**src/rtl/cus4x_pkg.sv**
```systemverilog
// Shared definitions for the CUS42 tile fetcher and the CUS43 slice interface.
// Register map, bus widths, fetch phases and the 3-plane slice layout.
package cus4x_pkg;

  localparam int VA_W = 13;
  localparam int GA_W = 14;
  localparam int GD_W = 12;

  localparam logic [2:0] REG_A_SX_L = 3'd0;
  localparam logic [2:0] REG_A_SX_H = 3'd1;
  localparam logic [2:0] REG_A_SY   = 3'd2;
  localparam logic [2:0] REG_B_SX_L = 3'd4;
  localparam logic [2:0] REG_B_SX_H = 3'd5;
  localparam logic [2:0] REG_B_SY   = 3'd6;

  localparam logic [2:0] PH_A_CODE = 3'd0;
  localparam logic [2:0] PH_A_ATTR = 3'd1;
  localparam logic [2:0] PH_A_ROM  = 3'd2;
  localparam logic [2:0] PH_A_OUT  = 3'd3;
  localparam logic [2:0] PH_B_CODE = 3'd4;
  localparam logic [2:0] PH_B_ATTR = 3'd5;
  localparam logic [2:0] PH_B_ROM  = 3'd6;
  localparam logic [2:0] PH_B_OUT  = 3'd7;

  typedef struct packed {
    logic [3:0] p2;
    logic [3:0] p1;
    logic [3:0] p0;
  } slice_t;

  function automatic logic [3:0] rev4(input logic [3:0] n);
    return {n[0], n[1], n[2], n[3]};
  endfunction

  function automatic slice_t slice_rev(input slice_t s);
    slice_t r;
    r.p2 = rev4(s.p2);
    r.p1 = rev4(s.p1);
    r.p0 = rev4(s.p0);
    return r;
  endfunction

endpackage

```
**src/rtl/cus42_layer_addr.sv**
```systemverilog
// Per-layer scroll arithmetic and VRAM/ROM address packing.
// Screen flip inversion exists only when CUS42_FLIP_EN is defined.
module cus42_layer_addr
  import cus4x_pkg::*;
#(
  parameter int LOOKAHEAD = 8
) (
  input  logic            layer,
  input  logic [8:0]      sx,
  input  logic [7:0]      sy,
  input  logic [8:0]      hcnt,
  input  logic [7:0]      vpos,
  input  logic            flip,
  input  logic [7:0]      code,
  input  logic [1:0]      pal,
  output logic [VA_W-1:0] va_code,
  output logic [VA_W-1:0] va_attr,
  output logic [GA_W-1:0] ga
);

  logic [8:0] ex;
  logic [7:0] ey;
  logic [8:0] exu;
  logic [7:0] eyu;
  logic       unused_lo;

  assign ex = hcnt + 9'(LOOKAHEAD) + sx;
  assign ey = vpos + sy;

`ifdef CUS42_FLIP_EN
  assign exu = flip ? ~ex : ex;
  assign eyu = flip ? ~ey : ey;
`else
  logic unused_flip;
  assign unused_flip = flip;
  assign exu = ex;
  assign eyu = ey;
`endif

  // Low ex bits only select pixels within a half-tile row.
  assign unused_lo = &{1'b0, exu[1:0]};

  assign va_code = {layer, eyu[7:3], exu[8:3], 1'b0};
  assign va_attr = {layer, eyu[7:3], exu[8:3], 1'b1};
  assign ga      = {pal, code, eyu[2:0], exu[2]};

endmodule

```
**src/rtl/cus42_tile_fetch.sv**
```systemverilog
// Tilemap fetch sequencer feeding CUS43 (GDI/MDI/HA2/HB2 producer side).
// Define CUS42_FLIP_EN to build screen-flip address inversion and slice reversal.
module cus42_tile_fetch
  import cus4x_pkg::*;
#(
  parameter int VRAM_LAT  = 1,
  parameter int ROM_LAT   = 1,
  parameter int LOOKAHEAD = 8
) (
  input  logic            CLK_6M,
  input  logic            RST_N,
  input  logic            LINE_START,
  input  logic [7:0]      VPOS,
  input  logic            FLIP,
  input  logic            CPU_WE,
  input  logic [2:0]      CPU_A,
  input  logic [7:0]      CPU_D,
  output logic [VA_W-1:0] VA,
  input  logic [7:0]      VD,
  output logic [GA_W-1:0] GA,
  input  logic [GD_W-1:0] GD,
  output logic [GD_W-1:0] GDO,
  output logic [7:0]      MDO,
  output logic            HA2,
  output logic            HB2
);

  if (VRAM_LAT != 1 || ROM_LAT != 1) begin : g_lat_check
    $error("cus42_tile_fetch: only VRAM_LAT=1 and ROM_LAT=1 are supported");
  end

  logic [8:0]      hcnt;
  logic [2:0]      phase;
  logic [8:0]      a_sx, b_sx, sh_a_sx, sh_b_sx;
  logic [7:0]      a_sy, b_sy, sh_a_sy, sh_b_sy;
  logic [7:0]      sh_a_vp, sh_b_vp;
  logic            sh_a_fl, sh_b_fl;
  logic [7:0]      code, attr;
  logic [GD_W-1:0] gdo_q;
  logic [7:0]      mdo_q;
  logic [GD_W-1:0] gd_x;
  logic            a_now, b_now, strobe;

  logic [8:0]      a_sx_u, b_sx_u;
  logic [7:0]      a_sy_u, b_sy_u, a_vp_u, b_vp_u;
  logic            a_fl_u, b_fl_u;
  logic [VA_W-1:0] a_va_code, a_va_attr, b_va_code, b_va_attr;
  logic [GA_W-1:0] a_ga, b_ga;

  assign phase  = hcnt[2:0];
  assign a_now  = (phase == PH_A_CODE);
  assign b_now  = (phase == PH_B_CODE);
  assign HA2    = (phase == PH_A_OUT);
  assign HB2    = (phase == PH_B_OUT);
  assign strobe = HA2 | HB2;

  // The slot's first cycle sees the live registers; the shadows cover the rest.
  assign a_sx_u = a_now ? a_sx : sh_a_sx;
  assign a_sy_u = a_now ? a_sy : sh_a_sy;
  assign a_vp_u = a_now ? VPOS : sh_a_vp;
  assign a_fl_u = a_now ? FLIP : sh_a_fl;
  assign b_sx_u = b_now ? b_sx : sh_b_sx;
  assign b_sy_u = b_now ? b_sy : sh_b_sy;
  assign b_vp_u = b_now ? VPOS : sh_b_vp;
  assign b_fl_u = b_now ? FLIP : sh_b_fl;

  cus42_layer_addr #(.LOOKAHEAD(LOOKAHEAD)) u_a (
    .layer   (1'b0),
    .sx      (a_sx_u),
    .sy      (a_sy_u),
    .hcnt    ({hcnt[8:3], 3'd0}),
    .vpos    (a_vp_u),
    .flip    (a_fl_u),
    .code    (code),
    .pal     (VD[1:0]),
    .va_code (a_va_code),
    .va_attr (a_va_attr),
    .ga      (a_ga)
  );

  cus42_layer_addr #(.LOOKAHEAD(LOOKAHEAD)) u_b (
    .layer   (1'b1),
    .sx      (b_sx_u),
    .sy      (b_sy_u),
    .hcnt    ({hcnt[8:3], 3'd4}),
    .vpos    (b_vp_u),
    .flip    (b_fl_u),
    .code    (code),
    .pal     (VD[1:0]),
    .va_code (b_va_code),
    .va_attr (b_va_attr),
    .ga      (b_ga)
  );

`ifdef CUS42_FLIP_EN
  logic out_fl;
  assign out_fl = (phase == PH_B_OUT) ? sh_b_fl : sh_a_fl;
  assign gd_x   = out_fl ? slice_rev(slice_t'(GD)) : GD;
`else
  assign gd_x = GD;
`endif

  // The strobe cycle passes the ROM slice straight through; the copy holds it.
  assign GDO = strobe ? gd_x : gdo_q;
  assign MDO = strobe ? attr : mdo_q;

  always_ff @(posedge CLK_6M) begin
    if (!RST_N) begin
      hcnt    <= '0;
      a_sx    <= '0;
      b_sx    <= '0;
      a_sy    <= '0;
      b_sy    <= '0;
      sh_a_sx <= '0;
      sh_b_sx <= '0;
      sh_a_sy <= '0;
      sh_b_sy <= '0;
      sh_a_vp <= '0;
      sh_b_vp <= '0;
      sh_a_fl <= 1'b0;
      sh_b_fl <= 1'b0;
      code    <= '0;
      attr    <= '0;
      VA      <= '0;
      GA      <= '0;
      gdo_q   <= '0;
      mdo_q   <= '0;
    end else begin
      hcnt <= LINE_START ? 9'd0 : hcnt + 9'd1;

      if (CPU_WE) begin
        unique case (CPU_A)
          REG_A_SX_L: a_sx[7:0] <= CPU_D;
          REG_A_SX_H: a_sx[8]   <= CPU_D[0];
          REG_A_SY:   a_sy      <= CPU_D;
          REG_B_SX_L: b_sx[7:0] <= CPU_D;
          REG_B_SX_H: b_sx[8]   <= CPU_D[0];
          REG_B_SY:   b_sy      <= CPU_D;
          default: ;
        endcase
      end

      if (strobe) begin
        gdo_q <= gd_x;
        mdo_q <= attr;
      end

      // A new line abandons whatever slot is in flight.
      if (!LINE_START) begin
        unique case (phase)
          PH_A_CODE: begin
            sh_a_sx <= a_sx;
            sh_a_sy <= a_sy;
            sh_a_vp <= VPOS;
            sh_a_fl <= FLIP;
            VA      <= a_va_code;
          end
          PH_A_ATTR: begin
            code <= VD;
            VA   <= a_va_attr;
          end
          PH_A_ROM: begin
            attr <= VD;
            GA   <= a_ga;
          end
          PH_B_CODE: begin
            sh_b_sx <= b_sx;
            sh_b_sy <= b_sy;
            sh_b_vp <= VPOS;
            sh_b_fl <= FLIP;
            VA      <= b_va_code;
          end
          PH_B_ATTR: begin
            code <= VD;
            VA   <= b_va_attr;
          end
          PH_B_ROM: begin
            attr <= VD;
            GA   <= b_ga;
          end
          default: ;
        endcase
      end
    end
  end

endmodule

```
**config.mk**
```make
export PLATFORM = sky130hd
export DESIGN_NAME = cus42_tile_fetch
export DESIGN_NICKNAME = d
export VERILOG_FILES = /design/src/rtl/cus4x_pkg.sv /design/src/rtl/cus42_layer_addr.sv /design/src/rtl/cus42_tile_fetch.sv
export SDC_FILE = /design/constraint.sdc
export NUM_CORES = 1
export LEC_CHECK = 0
export ABC_AREA = 1
export CAP_MARGIN = 20
export CORE_AREA = 2 2 126 128
export CTS_CLUSTER_DIAMETER = 50
export DETAILED_ROUTE_END_ITERATION = 16
export DIE_AREA = 0 0 128 130
export GPL_ROUTABILITY_DRIVEN = 1
export GPL_TIMING_DRIVEN = 0
export HOLD_SLACK_MARGIN = 0.12
export PLACE_DENSITY = 0.76
export RECOVER_POWER = 100
export SKIP_CTS_REPAIR_TIMING = 1
export SLEW_MARGIN = 30
export SYNTH_ARGS = -nofsm -noshare
export SYNTH_HDL_FRONTEND = slang
export SYNTH_SLANG_ARGS = --single-unit
```
**constraint.sdc**
```tcl
create_clock -name CLK_6M -period 2.9 [get_ports CLK_6M]
set_input_delay 0.58 -clock CLK_6M [delete_from_list [all_inputs] [get_ports CLK_6M]]
set_output_delay 0.58 -clock CLK_6M [all_outputs]
set_load 0.01 [all_outputs]
```
==> flow_metrics.py <==
metrics = {
    "run_status": {
        "status": "finished clean",
    },
    "sta": {
        "tightest_slew_ps": 746.5,
        "tns_ps": 0,
        "rsz0062_at_grt": "false",
        "finalCritPeriodShare_pct": 95.21,
        "drv_slew": 0,
        "finClkSkew_ps": 5.402,
        "setup_slack_ps": 139.0,
        "finalCriticalPeriod_ps": 2761,
        "final-setup-viol-count": 0,
        "slew-limit-headroom_pct": 50.05,
        "hold_violations": 0,
        "fmax_mhz": 362.2,
    },
    "layout": {
        "syn_to_final_growth_pct": 26.68,
        "drive_above_1_share_pct": 9.853,
        "layout.cells.non_filler": 1420,
        "antenna_cells": 0,
        "fin_nets": 1302,
    },
    "global_route": {
        "grt_pass1_wl_um": 31970,
        "grt_max_degree": 17,
        "antenna_found_initial": 0,
        "grt_pass1_vias": 6397,
        "track_usage_pct": 24.63,
        "grt_overflow_total": 0,
    },
    "yosys": {
        "syn_nets": 1180,
        "synth_warnings": 0,
        "synth_edf_count": 0,
        "syn_area_um2": 7616,
        "yosys.cell_types.count": 42,
        "avgSynthCellArea_um2": 6.968,
        "synthCells": 1093,
        "synth-seq-cells": 146,
        "synth_ff_type": "dfxtp_1",
        "async_flop_share_pct": 0,
        "ys_seq_area_share_pct": 38.38,
    },
    "worst_setup_path": {
        "crit_type": "reg -> reg",
        "startpoint": "hcnt[1]",
        "cp.buffers_inverters": 5,
        "critPathMaxStageDelay_ps": 370,
        "critPathRequiredTime_ps": 3270,
        "crit_path_end_kind": "register",
        "worstRegToRegCells": 18,
        "path_max_fanout": 10,
        "r2r-end": "VA[6]",
        "r2r_slack_ps": 140,
        "critPathArrivalTime_ps": 3130,
        "regToRegStartpoint": "hcnt[1]",
        "critPathLaunchType": "register",
        "cp_slowest_cell": "dfxtp_4",
        "cpMostUsedCell": "nand2_1",
        "crit_chain": "inv_4 > ha_4 > buf_8 > nand2_8 > buf_12 > buf_8 > a21oi_4 > ha_4 > ha_2 > fa_2 > nand2_1 > nand2_1 > a21oi_2 > nand3b_1 > nand3_1 > nand3_1 > nand2_1 > inv_1",
        "cp_top_family": "adder cells",
    },
    "cts": {
        "clockBufferDepth": 2,
        "numCtsBuffers": 17,
        "clock-sinks": 146,
        "cts-root-buf": "clkbuf_16",
        "clk_pin_slew_worst_paths_ps": 60,
        "cts_tree": "done",
        "h-tree-depth": 4,
        "clk_latency_ps": 420,
    },
    "placement": {
        "place_congestion": 0.8943,
        "place_ws_ps": -357.6,
        "io_buffers": 90,
        "place_inst": 1375,
        "dpl.hpwl_um": 14920,
    },
    "floorplan": {
        "die_h_um": 130,
        "rows": 46,
        "core-area_um2": 15420,
        "die_w_um": 128,
        "start_util_pct": 49.38,
        "num_io_pins": 93,
        "die-area_um2": 16640,
    },
    "drt": {
        "drt_drc_violations_left": 0,
        "via_per_inst": 5.142,
        "post_drt_wl_per_cell_um": 14.59,
        "dr.pass1.iters": 7,
        "finalWirelength_um": 20720,
        "dr_total_vias": 7302,
        "ant_nets": 0,
        "drt_iter0_drc": 595,
    },
    "worst_hold_path": {
        "hold_class": "reg -> reg",
        "min_to": "hcnt[0]",
        "min_from": "hcnt[0]",
        "hold_path_depth": 1,
    },
    "power": {
        "p_leak_uw": 0.005208,
        "ir_worst_vdd_mv": 0.4260,
        "power_density_nw_per_um2": 524.3,
    },
    "job": {
        "cap_violations": 0,
    },
}
## registers in the layout, indices dropped and copies added, names as in the netlist, 9 cells and up
name,flops
GA,13
VA,13
gdo_q,12
hcnt,9
## routing by layer
| metal | part of all wire, % | GRT usage (%) | up-vias |
|---|---|---|---|
| li1 | - | - | 3699 |
| met5 | 0 | 0 | - |
| met4 | 2.0 | 9.308 | 0 |
| met1 | 46 | 33.31 | 3294 |
| met2 | 45 | 39.60 | 279 |
| met3 | 6.9 | 4.346 | 30 |
## cell usage in the layout, fill, tap and decap left out, types with 3 or more instances in the layout
| master | n |
|---|---|
| nor2_4 | 3 |
| nand3_1 | 30 |
| buf_4 | 16 |
| dlygate4sd3_1 | 30 |
| clkinv_4 | 5 |
| xnor2_1 | 6 |
| xor2_1 | 3 |
| buf_2 | 6 |
| o21ai_2 | 4 |
| fa_1 | 3 |
| nor2_1 | 205 |
| nand4_1 | 8 |
| dlymetal6s2s_1 | 19 |
| nand2_1 | 138 |
| ha_1 | 35 |
| inv_2 | 7 |
| inv_1 | 187 |
| buf_12 | 3 |
| clkinv_2 | 4 |
| o21ai_1 | 7 |
| o211ai_1 | 10 |
| buf_6 | 7 |
| clkdlybuf4s50_1 | 40 |
| clkbuf_1 | 24 |
| a21oi_1 | 58 |
| o21ai_0 | 147 |
| clkbuf_16 | 17 |
| dfxtp_1 | 144 |
| a21oi_2 | 20 |
## where the power goes
part           internal, uW  switching, uW  total, uW  leakage (uW)
clock                  1260            877       2140      0.000277
combinational           317            462        779       0.00374
sequential             2100           42.1       2140       0.00119
total                  3680           1380       5060       0.00521
## worst max path at each step
stage | endpoint | cells past startpoint
floorplan | VA[6] | 18
global placement | VA[6] | 18
detailed placement | VA[6] | 18
CTS | MDO[3] | 8
global route | VA[11] | 19
finish | VA[6] | 18
## synth_stat cells (2+ instances only)
master / n / area share, %
nor2_1: 205 / 10
inv_1: 188 / 9.3
dfxtp_1: 146 / 38
nand2_1: 138 / 6.8
o21ai_0: 138 / 9.1
a21oi_1: 59 / 3.9
ha_1: 39 / 6.4
nand3_1: 30 / 2.0
clkbuf_1: 24 / 1.2
a21oi_2: 21 / 2.4
o21ai_1: 16 / 1.1
buf_2: 10 / 0.66
o211ai_1: 10 / 0.99
nand4_1: 8 / 0.66
inv_2: 7 / 0.35
xnor2_1: 6 / 0.69
buf_6: 5 / 0.74
fa_1: 4 / 1.1
o21ai_2: 4 / 0.46
buf_4: 3 / 0.30
xor2_1: 3 / 0.35
a31oi_1: 2 / 0.16
nand2_2: 2 / 0.16
nand2_4: 2 / 0.30
nor2_2: 2 / 0.16
nor2_4: 2 / 0.30
nor3_1: 2 / 0.13
o21bai_1: 2 / 0.20
or2_2: 2 / 0.16
## kinds of logic (layout without fill, tap and decap cells)
logic type               after synthesis  in the layout  share of synthesized area, %
XOR/XNOR                               9              9                         1.035
multiplexers                           2              2                        0.3121
buffers and inverters                240            375                         12.88
flip-flops                           146            146                         38.38
adder cells (fa/ha/maj)               43             43                         7.459
AO/OA/AOI/OAI                        256            256                         18.61
AND/OR/NAND/NOR                      397            397                         21.32
## cell type report
| cell class | instances | area (um^2) |
|---|---|---|
| flip-flops and latches | 146 | 2930 |
| plain buffers | 44 | 299.0 |
| clock buffers | 19 | 432.9 |
| inverters | 196 | 745.7 |
| well taps | 192 | 240.2 |
| multi-input cells | 707 | 3804 |
| clock inverters | 13 | 138.9 |
| fillers | 1350 | 5777 |
| repair buffers | 103 | 1057 |
## per-stage QoR
| stage | hold slack [ps] | util, % | total power (uW) | cell area [um^2] |
|---|---|---|---|---|
| floorplan | 444.6 | - | 2665 | 7616 |
| global placement | 456.4 | 56.77 | 2913 | 8757 |
| detailed placement | 454.0 | 56.77 | 2927 | 8757 |
| CTS | 473.9 | 60.48 | 5045 | 9329 |
| global route | 464.5 | 62.55 | 5269 | 9648 |
| finish | 448.1 | 62.55 | 5059 | 9648 |
No activity file was read; power rests on OpenSTA's default activity.
